## config.mk

```make
export PLATFORM = sky130hd
export DESIGN_NAME = recirc_lane_arbiter_flat
export DESIGN_NICKNAME = d
export VERILOG_FILES = /design/src/rtl/recirc_lane_arbiter_if.sv /design/src/rtl/recirc_lane_arbiter.sv /design/src/flat_wrapper.sv
export SDC_FILE = /design/constraint.sdc
export NUM_CORES = 1
export LEC_CHECK = 0
export ABC_AREA = 1
export CORE_MARGIN = 4
export CORE_UTILIZATION = 40
export DETAILED_ROUTE_END_ITERATION = 7
export DONT_BUFFER_PORTS = 1
export SYNTH_ARGS = -nofsm -noshare
export SYNTH_HDL_FRONTEND = slang
export SYNTH_SLANG_ARGS = --single-unit
```

## constraint.sdc

```tcl
create_clock -name clk -period 1.9 [get_ports clk]
set_clock_uncertainty 0.05 [all_clocks]
set_input_delay 0.285 -clock clk [delete_from_list [all_inputs] [get_ports clk]]
set_output_delay 0.285 -clock clk [all_outputs]
set_load 0.1 [all_outputs]
```

## src/rtl/recirc_lane_arbiter_if.sv

```systemverilog
// Lane-side and downstream-side signals of the recirculation arbiter.
// The master modport drives lanes/config, the slave is the arbiter.
interface recirc_lane_arbiter_if #(
  parameter int DATA_WIDTH = 8,
  parameter int CNT_WIDTH  = 4
);
  logic                  init;
  logic [CNT_WIDTH-1:0]  umbral_alto_in;
  logic [CNT_WIDTH-1:0]  umbral_bajo_in;
  logic [3:0]            fifo_empty;
  logic [DATA_WIDTH-1:0] lane_data0;
  logic [DATA_WIDTH-1:0] lane_data1;
  logic [DATA_WIDTH-1:0] lane_data2;
  logic [DATA_WIDTH-1:0] lane_data3;
  logic [CNT_WIDTH-1:0]  out_fifo_count;
  logic [3:0]            pop;
  logic [DATA_WIDTH-1:0] data_out;
  logic                  valid_out;
  logic                  active_out;
  logic                  idle_out;
  logic [4:0]            state;

  modport master (
    output init, umbral_alto_in, umbral_bajo_in,
    output fifo_empty, out_fifo_count,
    output lane_data0, lane_data1, lane_data2, lane_data3,
    input  pop, data_out, valid_out,
    input  active_out, idle_out, state
  );

  modport slave (
    input  init, umbral_alto_in, umbral_bajo_in,
    input  fifo_empty, out_fifo_count,
    input  lane_data0, lane_data1, lane_data2, lane_data3,
    output pop, data_out, valid_out,
    output active_out, idle_out, state
  );
endinterface

```

## src/rtl/recirc_lane_arbiter.sv

```systemverilog
// Round-robin pop scheduler for four lane FIFOs onto one recirc path,
// with high/low occupancy hysteresis on the downstream FIFO.
module recirc_lane_arbiter #(
  parameter int DATA_WIDTH = 8,
  parameter int CNT_WIDTH  = 4,
  parameter logic [CNT_WIDTH-1:0] HIGH_DEF = 12,
  parameter logic [CNT_WIDTH-1:0] LOW_DEF  = 4
) (
  input logic clk,
  input logic reset_L,
  recirc_lane_arbiter_if.slave bus
);

  typedef enum logic [4:0] {
    S_RESET  = 5'b00001,
    S_INIT   = 5'b00010,
    S_IDLE   = 5'b00100,
    S_ACTIVE = 5'b01000,
    S_PAUSE  = 5'b10000
  } state_t;

  state_t                st;
  logic [CNT_WIDTH-1:0]  alto;
  logic [CNT_WIDTH-1:0]  bajo;
  logic [1:0]            ptr;
  logic [1:0]            tag;
  logic                  pend;
  logic [DATA_WIDTH-1:0] dout;
  logic                  valid;

  logic                  any;
  logic                  hi;
  logic                  lo;
  logic [3:0]            gnt;
  logic [1:0]            glane;
  logic                  found;
  logic [1:0]            cand;
  logic [DATA_WIDTH-1:0] lane_mux;

  assign any = ~&bus.fifo_empty;
  assign hi  = bus.out_fifo_count >= alto;
  assign lo  = bus.out_fifo_count <= bajo;

  // Search starts one past the last granted lane; offset 4 wraps to ptr.
  always_comb begin
    gnt   = '0;
    glane = ptr;
    found = 1'b0;
    cand  = ptr;
    for (int k = 1; k <= 4; k++) begin
      cand = ptr + 2'(k);
      if (!found && !bus.fifo_empty[cand]) begin
        found = 1'b1;
        glane = cand;
      end
    end
    if (st == S_ACTIVE && !hi && found)
      gnt[glane] = 1'b1;
  end

  always_comb begin
    lane_mux = bus.lane_data0;
    unique case (tag)
      2'd0: lane_mux = bus.lane_data0;
      2'd1: lane_mux = bus.lane_data1;
      2'd2: lane_mux = bus.lane_data2;
      2'd3: lane_mux = bus.lane_data3;
      default: lane_mux = bus.lane_data0;
    endcase
  end

  always_ff @(posedge clk or negedge reset_L) begin
    if (!reset_L) begin
      st    <= S_RESET;
      alto  <= HIGH_DEF;
      bajo  <= LOW_DEF;
      ptr   <= 2'd3;
      tag   <= 2'd0;
      pend  <= 1'b0;
      dout  <= '0;
      valid <= 1'b0;
    end else begin
      // Issued pops always drain, whatever the FSM does next.
      pend  <= |gnt;
      valid <= pend;
      if (|gnt) begin
        tag <= glane;
        ptr <= glane;
      end
      if (pend)
        dout <= lane_mux;
      unique case (st)
        S_RESET: st <= S_INIT;
        S_INIT: begin
          if (bus.init) begin
            alto <= bus.umbral_alto_in;
            bajo <= bus.umbral_bajo_in;
          end else begin
            st <= S_IDLE;
          end
        end
        S_IDLE: begin
          if (bus.init)
            st <= S_INIT;
          else if (any && !hi)
            st <= S_ACTIVE;
        end
        S_ACTIVE: begin
          if (hi)
            st <= S_PAUSE;
          else if (!any)
            st <= S_IDLE;
        end
        S_PAUSE: begin
          if (lo)
            st <= any ? S_ACTIVE : S_IDLE;
        end
        default: st <= S_RESET;
      endcase
    end
  end

  assign bus.pop        = gnt;
  assign bus.data_out   = dout;
  assign bus.valid_out  = valid;
  assign bus.active_out = (st == S_ACTIVE);
  assign bus.idle_out   = (st == S_IDLE);
  assign bus.state      = st;

endmodule

```

## src/flat_wrapper.sv

```systemverilog
// flat-port wrapper written by rule: the top's interface ports become plain ports
module recirc_lane_arbiter_flat 
#(
  parameter int DATA_WIDTH = 8,
  parameter int CNT_WIDTH  = 4,
  parameter logic [CNT_WIDTH-1:0] HIGH_DEF = 12,
  parameter logic [CNT_WIDTH-1:0] LOW_DEF  = 4
)
  (clk, reset_L, bus_init, bus_umbral_alto_in, bus_umbral_bajo_in, bus_fifo_empty, bus_out_fifo_count, bus_lane_data0, bus_lane_data1, bus_lane_data2, bus_lane_data3, bus_pop, bus_data_out, bus_valid_out, bus_active_out, bus_idle_out, bus_state);
  recirc_lane_arbiter_if #(.DATA_WIDTH(DATA_WIDTH), .CNT_WIDTH(CNT_WIDTH)) bus_i ();
  input logic clk;
  input logic reset_L;
  input wire logic [$bits(bus_i.init)-1:0] bus_init;
  input wire logic [$bits(bus_i.umbral_alto_in)-1:0] bus_umbral_alto_in;
  input wire logic [$bits(bus_i.umbral_bajo_in)-1:0] bus_umbral_bajo_in;
  input wire logic [$bits(bus_i.fifo_empty)-1:0] bus_fifo_empty;
  input wire logic [$bits(bus_i.out_fifo_count)-1:0] bus_out_fifo_count;
  input wire logic [$bits(bus_i.lane_data0)-1:0] bus_lane_data0;
  input wire logic [$bits(bus_i.lane_data1)-1:0] bus_lane_data1;
  input wire logic [$bits(bus_i.lane_data2)-1:0] bus_lane_data2;
  input wire logic [$bits(bus_i.lane_data3)-1:0] bus_lane_data3;
  output wire logic [$bits(bus_i.pop)-1:0] bus_pop;
  output wire logic [$bits(bus_i.data_out)-1:0] bus_data_out;
  output wire logic [$bits(bus_i.valid_out)-1:0] bus_valid_out;
  output wire logic [$bits(bus_i.active_out)-1:0] bus_active_out;
  output wire logic [$bits(bus_i.idle_out)-1:0] bus_idle_out;
  output wire logic [$bits(bus_i.state)-1:0] bus_state;
  assign bus_i.init = bus_init;
  assign bus_i.umbral_alto_in = bus_umbral_alto_in;
  assign bus_i.umbral_bajo_in = bus_umbral_bajo_in;
  assign bus_i.fifo_empty = bus_fifo_empty;
  assign bus_i.out_fifo_count = bus_out_fifo_count;
  assign bus_i.lane_data0 = bus_lane_data0;
  assign bus_i.lane_data1 = bus_lane_data1;
  assign bus_i.lane_data2 = bus_lane_data2;
  assign bus_i.lane_data3 = bus_lane_data3;
  assign bus_pop = bus_i.pop;
  assign bus_data_out = bus_i.data_out;
  assign bus_valid_out = bus_i.valid_out;
  assign bus_active_out = bus_i.active_out;
  assign bus_idle_out = bus_i.idle_out;
  assign bus_state = bus_i.state;
  recirc_lane_arbiter #(.DATA_WIDTH(DATA_WIDTH), .CNT_WIDTH(CNT_WIDTH), .HIGH_DEF(HIGH_DEF), .LOW_DEF(LOW_DEF)) u_core (.clk(clk), .reset_L(reset_L), .bus(bus_i));
endmodule
```

==> run_results.csv, run 1 <==
group,metric,value,unit
run_status,status,"finished, violations left",
run_status,violations,"negative setup slack",
cts,clock_latency,270,ps
setup_path,worst-path-buf-inv,9,
grt,grt_overflow_total,0,
route,drc,0,
cts,cts_root_buf,"clkbuf_8",
route,vias_per_cell,5.04,
grt,antenna_found_initial,0,
layout,final_cell_mix,"nand2_1 (78), buf_4 (40), inv_1 (24)",
setup_path,critPathLaunchType,"flip-flop",
floorplanning,die-height,75.1,um
synth,synth.yosys.seq_area_share,0.380,
placement,dp_slack,-210,ps
route,routedWlPerCell,12.9,um
placement,placed_cell_area,2310,um^2
synth,synth_area,1800,um^2
layout,insertedDiodeCount,0,
route,ant_nets,0,
setup_path,crit_arrival,2490,ps
synth,synth_cell_types,29,
synth,synth_edf_count,0,
layout,final-seq-area,702,um^2
setup_path,crit_cells,16,
synth,synth_ff_type,"dfrtp_1",
layout,final_common_cell,"nand2_1",
setup_path,critPathKind,"flip-flop to flip-flop",
layout,final_cells,343,
power_and_ir_drop,p_leak,0.00124,uW
worst_hold_path,hp-class,"primary input to flip-flop",
grt,gr-usage-all-layers,0.166,
route,drt_iter0_drc,53,
synth,ys_seq_elements,27,
synth,synth_cells,242,
sta,setup_violations,6,
placement,port_buffers,0,
grt,grt_max_degree,28,
grt,grt_pass1_vias,1690,
floorplanning,die_area,5630,um^2
setup_path,path_cells,"inv_2, ha_4, nand2_2, inv_2, o21ai_4, buf_4, buf_4, buf_4, buf_4, buf_4, buf_4, buf_4, nand4_1, nand2_1, nand4_1, nand2_1",
sta,fmax,421,MHz
layout,design_area,2490,um^2
job,maxCapViolCount,0,
setup_path,worst_path_max_delay_cell,"dfstp_2",
layout,drive_above_1_share,0.347,
synth,avgSynthCellArea,7.43,um^2
setup_path,crit_fanout,3,
route,routed_wl,4440,um
setup_path,r2r-start,"u_core.alto[3]$_DFFE_PN1P_",
route,vias,1729,
cts,cts_buffers,3,
setup_path,cp_slowest_stage_delay,540,ps
sta,drv_slew,0,
setup_path,cp_top_family,"buffers and inverters",
floorplanning,io_pins,71,
sta,hold_viol,0,
sta,min_period_over_period,1.25,
cts,htreeDepth,1,
synth,synthArstFlopShare,1.00,
floorplanning,core,4350,um^2
setup_path,worstPathRequired,2020,ps
layout,multiInputGateArea,1100,um^2
sta,worstMarginPinSlew,570,ps
setup_path,worstSetupStartpoint,"u_core.alto[3]$_DFFE_PN1P_",
setup_path,r2r-end,"u_core.bus.state[2]$_DFFE_PN0P_",
setup_path,r2r_setup_slack,-470,ps
placement,gp_congestion,0.858,
layout,syn_to_final_growth,38.5,%
synth,synth_warnings,0,
sta,hold_slack,82.5,ps
floorplanning,fp.dieW,75.1,um
layout,nNetsFinal,351,
setup_path,crit_path_frequent_cell,"buf_4",
floorplanning,initial_utilization,0.413,
setup_path,endpoint_kind,"flip-flop",
power_and_ir_drop,vdd_ir_drop_max,0.000741,V
cts,clockBufferDepth,2,
cts,cts.sinks,27,
synth,syn-num-nets,301,
sta,grt_setup_unrepaired,"yes",
sta,worst_slack,-473,ps
grt,grt_pass1_wl,7280,um
placement,placedCellCount,327,
route,firstDrtPassIters,6,
power_and_ir_drop,powerDensity,1850,nW/um^2
setup_path,rr_worst_depth,16,
floorplanning,num_rows,24,
layout,fillers,386,
sta,setup_tns,-2620,ps
sta,max_slew_margin,0.619,
placement,dp_hpwl,3400,um
cts,cts_tree,"done",
setup_path,crit_end,"u_core.bus.state[2]$_DFFE_PN0P_",
cts,cts.clk_slew.worst_paths,90,ps
sta,period_minus_slack,2370,ps
## flip-flops by register name (all words and copies together), names as in the netlist
name / flops
u_core.bus.state: 5
u_core.ptr: 2
u_core.bajo: 4
u_core.alto: 4
u_core.bus.valid_out: 1
u_core.tag: 2
u_core.bus.data_out: 8
u_core.pend: 1
## power by group
group          total [uW]  leakage [uW]  switching (uW)  internal [uW]
combinational        3260      0.000910            2190           1080
clock                 319     0.0000228             169            150
sequential           1020      0.000306             147            877
total                4610       0.00124            2500           2110
## per-stage QoR
| stage | total power (uW) | util |
|---|---|---|
| floorplan | 3290 | - |
| global placement | 4000 | 0.530 |
| detailed placement | 4040 | 0.530 |
| CTS | 4580 | 0.570 |
| global route | 4970 | 0.572 |
| finish | 4610 | 0.572 |
## worst register-to-register path, stage by stage (launching register included)
cell	delay [ps]
dfstp_2	540
inv_2	50
ha_4	280
nand2_2	60
inv_2	80
o21ai_4	60
buf_4	130
buf_4	120
buf_4	120
buf_4	120
buf_4	120
buf_4	120
buf_4	120
nand4_1	70
nand2_1	100
nand4_1	100
nand2_1	50
## cell type report
cell class	count	share of cell area
clock buffer	4	0.0181
inverter	31	0.0497
multi-input combinational	181	0.443
sequential	27	0.282
tap	52	0.0261
timing repair buffer	48	0.181
## how the worst min path moves through the flow
stage	cells after the start	slack [ps]	start	end
global route	2	90	bus_umbral_bajo_in[2]	u_core.bajo[2]$_DFFE_PN1P_
finish	2	80	bus_umbral_alto_in[0]	u_core.alto[0]$_DFFE_PN0P_
global placement	0	-60	reset_L	u_core.alto[1]$_DFFE_PN0P_
CTS	2	70	bus_umbral_bajo_in[2]	u_core.bajo[2]$_DFFE_PN1P_
detailed placement	0	-60	reset_L	u_core.bus.state[1]$_DFFE_PN0P_
floorplan	0	-60	reset_L	u_core.alto[0]$_DFFE_PN0P_
## Yosys cell counts, types with 2 or more instances
master,number,area (um^2)
dfstp_2,6,158
a21oi_1,7,35.0
nand3_1,9,45.0
dfrtp_1,21,526
a41oi_1,2,17.5
nand2_2,8,50.1
nand2_1,82,308
o21ai_0,18,90.1
ha_1,8,100
nand2_4,5,56.3
nor2_1,13,48.8
nor2_2,4,25.0
a221oi_1,6,52.6
inv_1,28,105
inv_2,3,11.3
nand4_1,8,50.1
nand3_2,2,20.0
## logic make-up after synthesis
logic type	count (synthesis)	synth area share
compound gates	39	0.133
buf+inv	34	0.0758
fa+ha+maj	8	0.0556
simple gates	134	0.356
flops	27	0.380
## layer usage
metal | track usage | up-vias | wire, um
met1 | 0.213 | 776 | 1870
met3 | 0.0267 | 12 | 306
met5 | 0 | - | 0
met4 | 0.0652 | 0 | 74
li1 | - | 888 | -
met2 | 0.278 | 53 | 2200
## timing repair
action	4_1_cts	5_1_grt
endpoints found under the setup margin	4	10
hold endpoints to repair	27	0
pin swaps	6	0
setup buffers	10	0
hold buffers	2	0
gates resized for setup	8	2
Power figures use the tool's default switching activity.
==> run 2, diff against run 1 <==
CORE_ASPECT_RATIO = 1.4   (was unset)
==> run_results.csv, run 2 (synthesis gave the netlist of run 1 again) <==
group,metric,value,unit
run_status,status,"finished, violations left",
run_status,violations,"negative setup slack",
sta,max_slew_margin,0.630,
grt,grt_overflow_total,0,
sta,setup_tns,-1940,ps
grt,grt_pass1_wl,7680,um
setup_path,crit_arrival,2060,ps
grt,antenna_found_initial,0,
sta,fmax,417,MHz
setup_path,worst_path_max_delay_cell,"dfstp_2",
job,maxCapViolCount,0,
setup_path,cp_slowest_stage_delay,670,ps
power_and_ir_drop,p_leak,0.00121,uW
grt,grt_max_degree,28,
floorplanning,num_rows,28,
sta,grt_setup_unrepaired,"yes",
sta,worstMarginPinSlew,553,ps
setup_path,r2r_setup_slack,100,ps
floorplanning,io_pins,71,
route,dr_wl_met3,180,um
power_and_ir_drop,vdd_ir_drop_max,0.000934,V
power_and_ir_drop,powerDensity,1830,nW/um^2
grt,grt_pass1_vias,1735,
cts,clockBufferDepth,2,
sta,period_minus_slack,2400,ps
floorplanning,die-height,87.4,um
cts,cts_tree,"done",
route,routedWlPerCell,13.7,um
layout,insertedDiodeCount,0,
cts,clock_latency,280,ps
floorplanning,fp.dieW,64.7,um
layout,final_common_cell,"nand2_1",
setup_path,worstSetupStartpoint,"u_core.ptr[0]$_DFFE_PN1P_",
setup_path,r2r-end,"u_core.bus.state[3]$_DFFE_PN0P_",
placement,port_buffers,0,
layout,final-seq-area,702,um^2
route,routed_wl,4700,um
floorplanning,die_area,5650,um^2
sta,min_period_over_period,1.26,
setup_path,crit_path_frequent_cell,"nand2_4",
sta,drv_slew,0,
placement,dp_slack,-248,ps
floorplanning,initial_utilization,0.421,
layout,syn_to_final_growth,38.0,%
setup_path,worstPathRequired,1560,ps
layout,nNetsFinal,342,
setup_path,path_cells,"buf_6, nand2_2, nand2_4, nand2_4, nand2_4, nand4_1, nand2_1, nand2_2, buf_6, a21oi_4, buf_12",
sta,hold_viol,0,
cts,cts_root_buf,"clkbuf_8",
route,drc,0,
placement,gp_congestion,0.785,
cts,htreeDepth,1,
setup_path,r2r-start,"u_core.bus.state[0]$_DFFE_PN1P_",
route,top_layer_used,"met4",
sta,hold_slack,67.3,ps
cts,cts.clk_slew.worst_paths,100,ps
setup_path,rr_worst_depth,7,
layout,multiInputGateArea,1140,um^2
route,ant_nets,0,
layout,final_cell_mix,"nand2_1 (78), buf_4 (28), inv_1 (24)",
layout,fillers,411,
setup_path,crit_end,"bus_pop[1]",
cts,cts_buffers,3,
sta,worst_slack,-499,ps
route,vias_per_cell,5.08,
floorplanning,core,4270,um^2
layout,drive_above_1_share,0.340,
setup_path,crit_fanout,7,
route,met1_length,1820,um
layout,largest_reg_flops,8,
route,vias,1738,
power_and_ir_drop,p_total,4550,uW
route,wl_met2,2620,um
setup_path,critPathKind,"flip-flop to output port",
cts,cts.sinks,27,
setup_path,endpoint_kind,"output port",
worst_hold_path,hp-class,"primary input to flip-flop",
sta,setup_violations,4,
grt,gr-usage-all-layers,0.175,
setup_path,critPathLaunchType,"flip-flop",
route,firstDrtPassIters,4,
placement,dp_hpwl,3750,um
route,drt_iter0_drc,81,
[run 2: changes by cell type in the layout (fill, tap and decap cells not counted), sizes merged]
cell	before	now
clkinvlp	0	1
clkbuf	4	3
buf	47	38
[run 2: worst max-delay path, delay by kind of cell (launching register included)]
kind / cells / cell delay, ps
buffers and inverters: 3 / 470
flip-flops: 1 / 670
AO/OA/AOI/OAI: 1 / 170
AND/OR/NAND/NOR: 7 / 490
[run 2: power breakdown]
group	internal (uW)	switching [uW]	leakage, uW	total, uW
Sequential	876	154	0.000306	1030
Combinational	993	2190	0.000882	3180
Clock	149	189	0.0000217	338
Total	2020	2530	0.00121	4550
[run 2: final cells by class]
cell class              count  share of cell area
multi-input cells         181               0.460
flip-flops and latches     27               0.283
repair buffers             39               0.155
inverters                  31              0.0519
well taps                  60              0.0302
clock buffers               3              0.0166
clock inverters             1             0.00302
[run 2: timing repair]
| action | CTS | global route |
|---|---|---|
| setup buffers | 2 | 0 |
| hold endpoints to repair | 27 | 0 |
| setup endpoints to repair | 4 | 9 |
| resized for setup | 9 | 13 |
| hold buffers | 2 | 0 |
| pin swaps | 5 | 11 |
[run 2: metrics by stage]
step / cells / utilization / area, um^2
after floorplan: 242 / - / 1920
after global placement: 335 / 0.539 / 2300
after detailed placement: 335 / 0.539 / 2300
after CTS: 343 / 0.569 / 2430
after global routing: 342 / 0.581 / 2480
final: 342 / 0.581 / 2480
[run 2: how the worst min path moves through the flow]
stage	from	endpoint	slack, ps	cells after the start
after global routing	bus_umbral_bajo_in[0]	u_core.bajo[0]$_DFFE_PN0P_	70	2
after floorplan	reset_L	u_core.alto[0]$_DFFE_PN0P_	-60	0
after CTS	bus_umbral_bajo_in[2]	u_core.bajo[2]$_DFFE_PN1P_	70	2
final	bus_umbral_bajo_in[2]	u_core.bajo[2]$_DFFE_PN1P_	70	2
after detailed placement	reset_L	u_core.bus.state[2]$_DFFE_PN0P_	-60	0
after global placement	reset_L	u_core.bus.state[2]$_DFFE_PN0P_	-60	0
[run 2: layer usage]
layer	track usage	vias up
li1	-	876
met1	0.193	816
met2	0.325	40
met3	0.0258	6
met4	0.0788	0
met5	0	-
==> edit (config.mk and constraints of run 2) <==
`CNT_WIDTH` is set to 4 in 3 places; all go to 5.
--- a/src/rtl/recirc_lane_arbiter_if.sv
+++ b/src/rtl/recirc_lane_arbiter_if.sv
@@ -4,3 +4,3 @@
   parameter int DATA_WIDTH = 8,
-  parameter int CNT_WIDTH  = 4
+  parameter int CNT_WIDTH  = 5
 );
--- a/src/rtl/recirc_lane_arbiter.sv
+++ b/src/rtl/recirc_lane_arbiter.sv
@@ -4,3 +4,3 @@
   parameter int DATA_WIDTH = 8,
-  parameter int CNT_WIDTH  = 4,
+  parameter int CNT_WIDTH  = 5,
   parameter logic [CNT_WIDTH-1:0] HIGH_DEF = 12,
--- a/src/flat_wrapper.sv
+++ b/src/flat_wrapper.sv
@@ -4,3 +4,3 @@
   parameter int DATA_WIDTH = 8,
-  parameter int CNT_WIDTH  = 4,
+  parameter int CNT_WIDTH  = 5,
   parameter logic [CNT_WIDTH-1:0] HIGH_DEF = 12,
Interface: changed (resized bus_out_fifo_count, bus_umbral_alto_in and bus_umbral_bajo_in); port bits go from 71 to 74. The function was not compared with the original's and may differ.
==> edit against run 2 <==
The flow still finishes with violations (setup timing). Design area grew 7.7%. Synthesized area grew 7.9%. Power shrank 14%. Routed wire length grew 10%. Worst hold slack gained 0.0012 ns. Sequential cell count grew 2. Clock power grew 46%. Worst setup slack lost 0.012 ns. Count of clock-buffer cells in the layout grew 2. Sequential share of layout area shrank 0.43 points. Critical endpoint unchanged. Highest routed layer unchanged.
==> edit: results (changes against run 2) <==
cp_data_arrival_time_ns: 2.08  # +0.02 ns
syn_nets: 325  # +8.0%
use_met3_pct: 3.49  # +0.90 points
crit_path_max_fanout: 6  # -1
vias: 1878  # +8.1%
place_area_sq_um: 2380  # +3.5%
fmax_mhz: 415  # -0.51%
dp_slack_ns: -0.300  # -0.0518 ns
cts_buffers: 5  # +2
synthAdderAreaFrac_pct: 6.44  # +0.88 points
status: "finished, violations left"
use_met1_pct: 21.0  # +1.6 points
ys_top_cells_by_count: "nand2_1, inv_1, dfrtp_1, nor2_1, nand2_2"
synthTopCellsByArea: "dfrtp_1, nand2_1, dfstp_2"
maxSlewHeadroom_pct: 65.1  # +2.1 points
failed_checks: "setup timing"
place.gp.congestion: 0.824  # +5.0%
grtUsageTotal_pct: 18.0  # +0.58 points
drt_iter0_drc: 48  # -41%
setup_viol: 6  # +2
synth-compound-area-share_pct: 13.1  # -0.20 points
ys_seq_area_share_pct: 37.8  # -0.21 points
cts_max_level: 2  # +1
peakVddDrop_mv: 0.616  # -34%
use_met2_pct: 32.0  # -0.48 points
nNetsFinal: 372  # +8.8%
final_layout_size_suffix_gt1_share_pct: 37.9  # +3.8 points
hpwlAfterDp_um: 4010  # +7.1%
grt_pass1_vias: 1849  # +6.6%
grt_pass1_wl_um: 8570  # +12%
wl_per_cell_um: 13.9  # +1.4%
synth_cell_types: 31  # +6.9%
setup_ws_ns: -0.511  # -0.0122 ns
p_leak_nw: 1.28  # +5.9%
-- edit: per-stage QoR --
step / std cells / TNS (ns)
final: 371 / -1.97
after global routing: 371 / -2.72
after CTS: 370 / -1.95
after detailed placement: 354 / -1.13
after global placement: 354 / -1.04
after floorplan: 261 / -11.21
-- edit: cell type report --
class	count	area, sq um
fill	431	1930
clock buffer	5	68.8
multi-input combinational	194	1190
timing repair buffer	45	443
clock inverter	3	17.5
sequential	29	744
tap	62	77.6
inverter	33	133
-- edit: path summary, 6_finish.rpt --
path | to | slack [ns]
worst max-delay path | bus_pop[1] | -0.51
worst min-delay path | u_core.bajo[2]$_DFFE_PN1P_ | 0.07
min in group asynchronous | u_core.bajo[1]$_DFFE_PN0P_ | 0.40
worst min register to register | u_core.bajo[0]$_DFFE_PN0P_ | 0.44
max in group asynchronous | u_core.ptr[0]$_DFFE_PN1P_ | 1.16
worst max register to register | u_core.ptr[0]$_DFFE_PN1P_ | -0.03
-- edit: logic make-up after synthesis --
family	Yosys count
adder cells (fa/ha/maj)	10
buffers and inverters	38
flip-flops	29
AND/OR/NAND/NOR	142
AO/OA/AOI/OAI	42
-- edit: repair_timing --
action,in CTS,in global routing
buffers inserted,7,1
endpoints found under the hold margin,29,0
setup endpoints to repair,9,10
gates resized for setup,23,10
hold buffers,2,0
pin swaps,12,4
-- edit: per-layer routing --
metal / up-vias / wire length [um]
met4: 0 / 83
met5: - / 0
met1: 887 / 1970
met2: 40 / 2860
li1: 943 / -
met3: 8 / 255
-- edit: power by group --
group / switching [mW] / internal, mW / leakage [nW] / total, mW
clock: 0.241 / 0.252 / 0.0439 / 0.493
combinational: 1.63 / 0.799 / 0.898 / 2.43
sequential: 0.119 / 0.874 / 0.340 / 0.993
total: 1.99 / 1.93 / 1.28 / 3.92
-- edit: worst register-to-register path: stages (launching register included) --
cell,delay [ns]
dfstp_2,0.61
buf_6,0.14
nand2_2,0.05
o21ai_2,0.06
nand2_1,0.08
nand2_2,0.11
nand4_2,0.14
nand2_2,0.13
nand3_4,0.12
buf_4,0.15
buf_4,0.13
o21ai_1,0.09
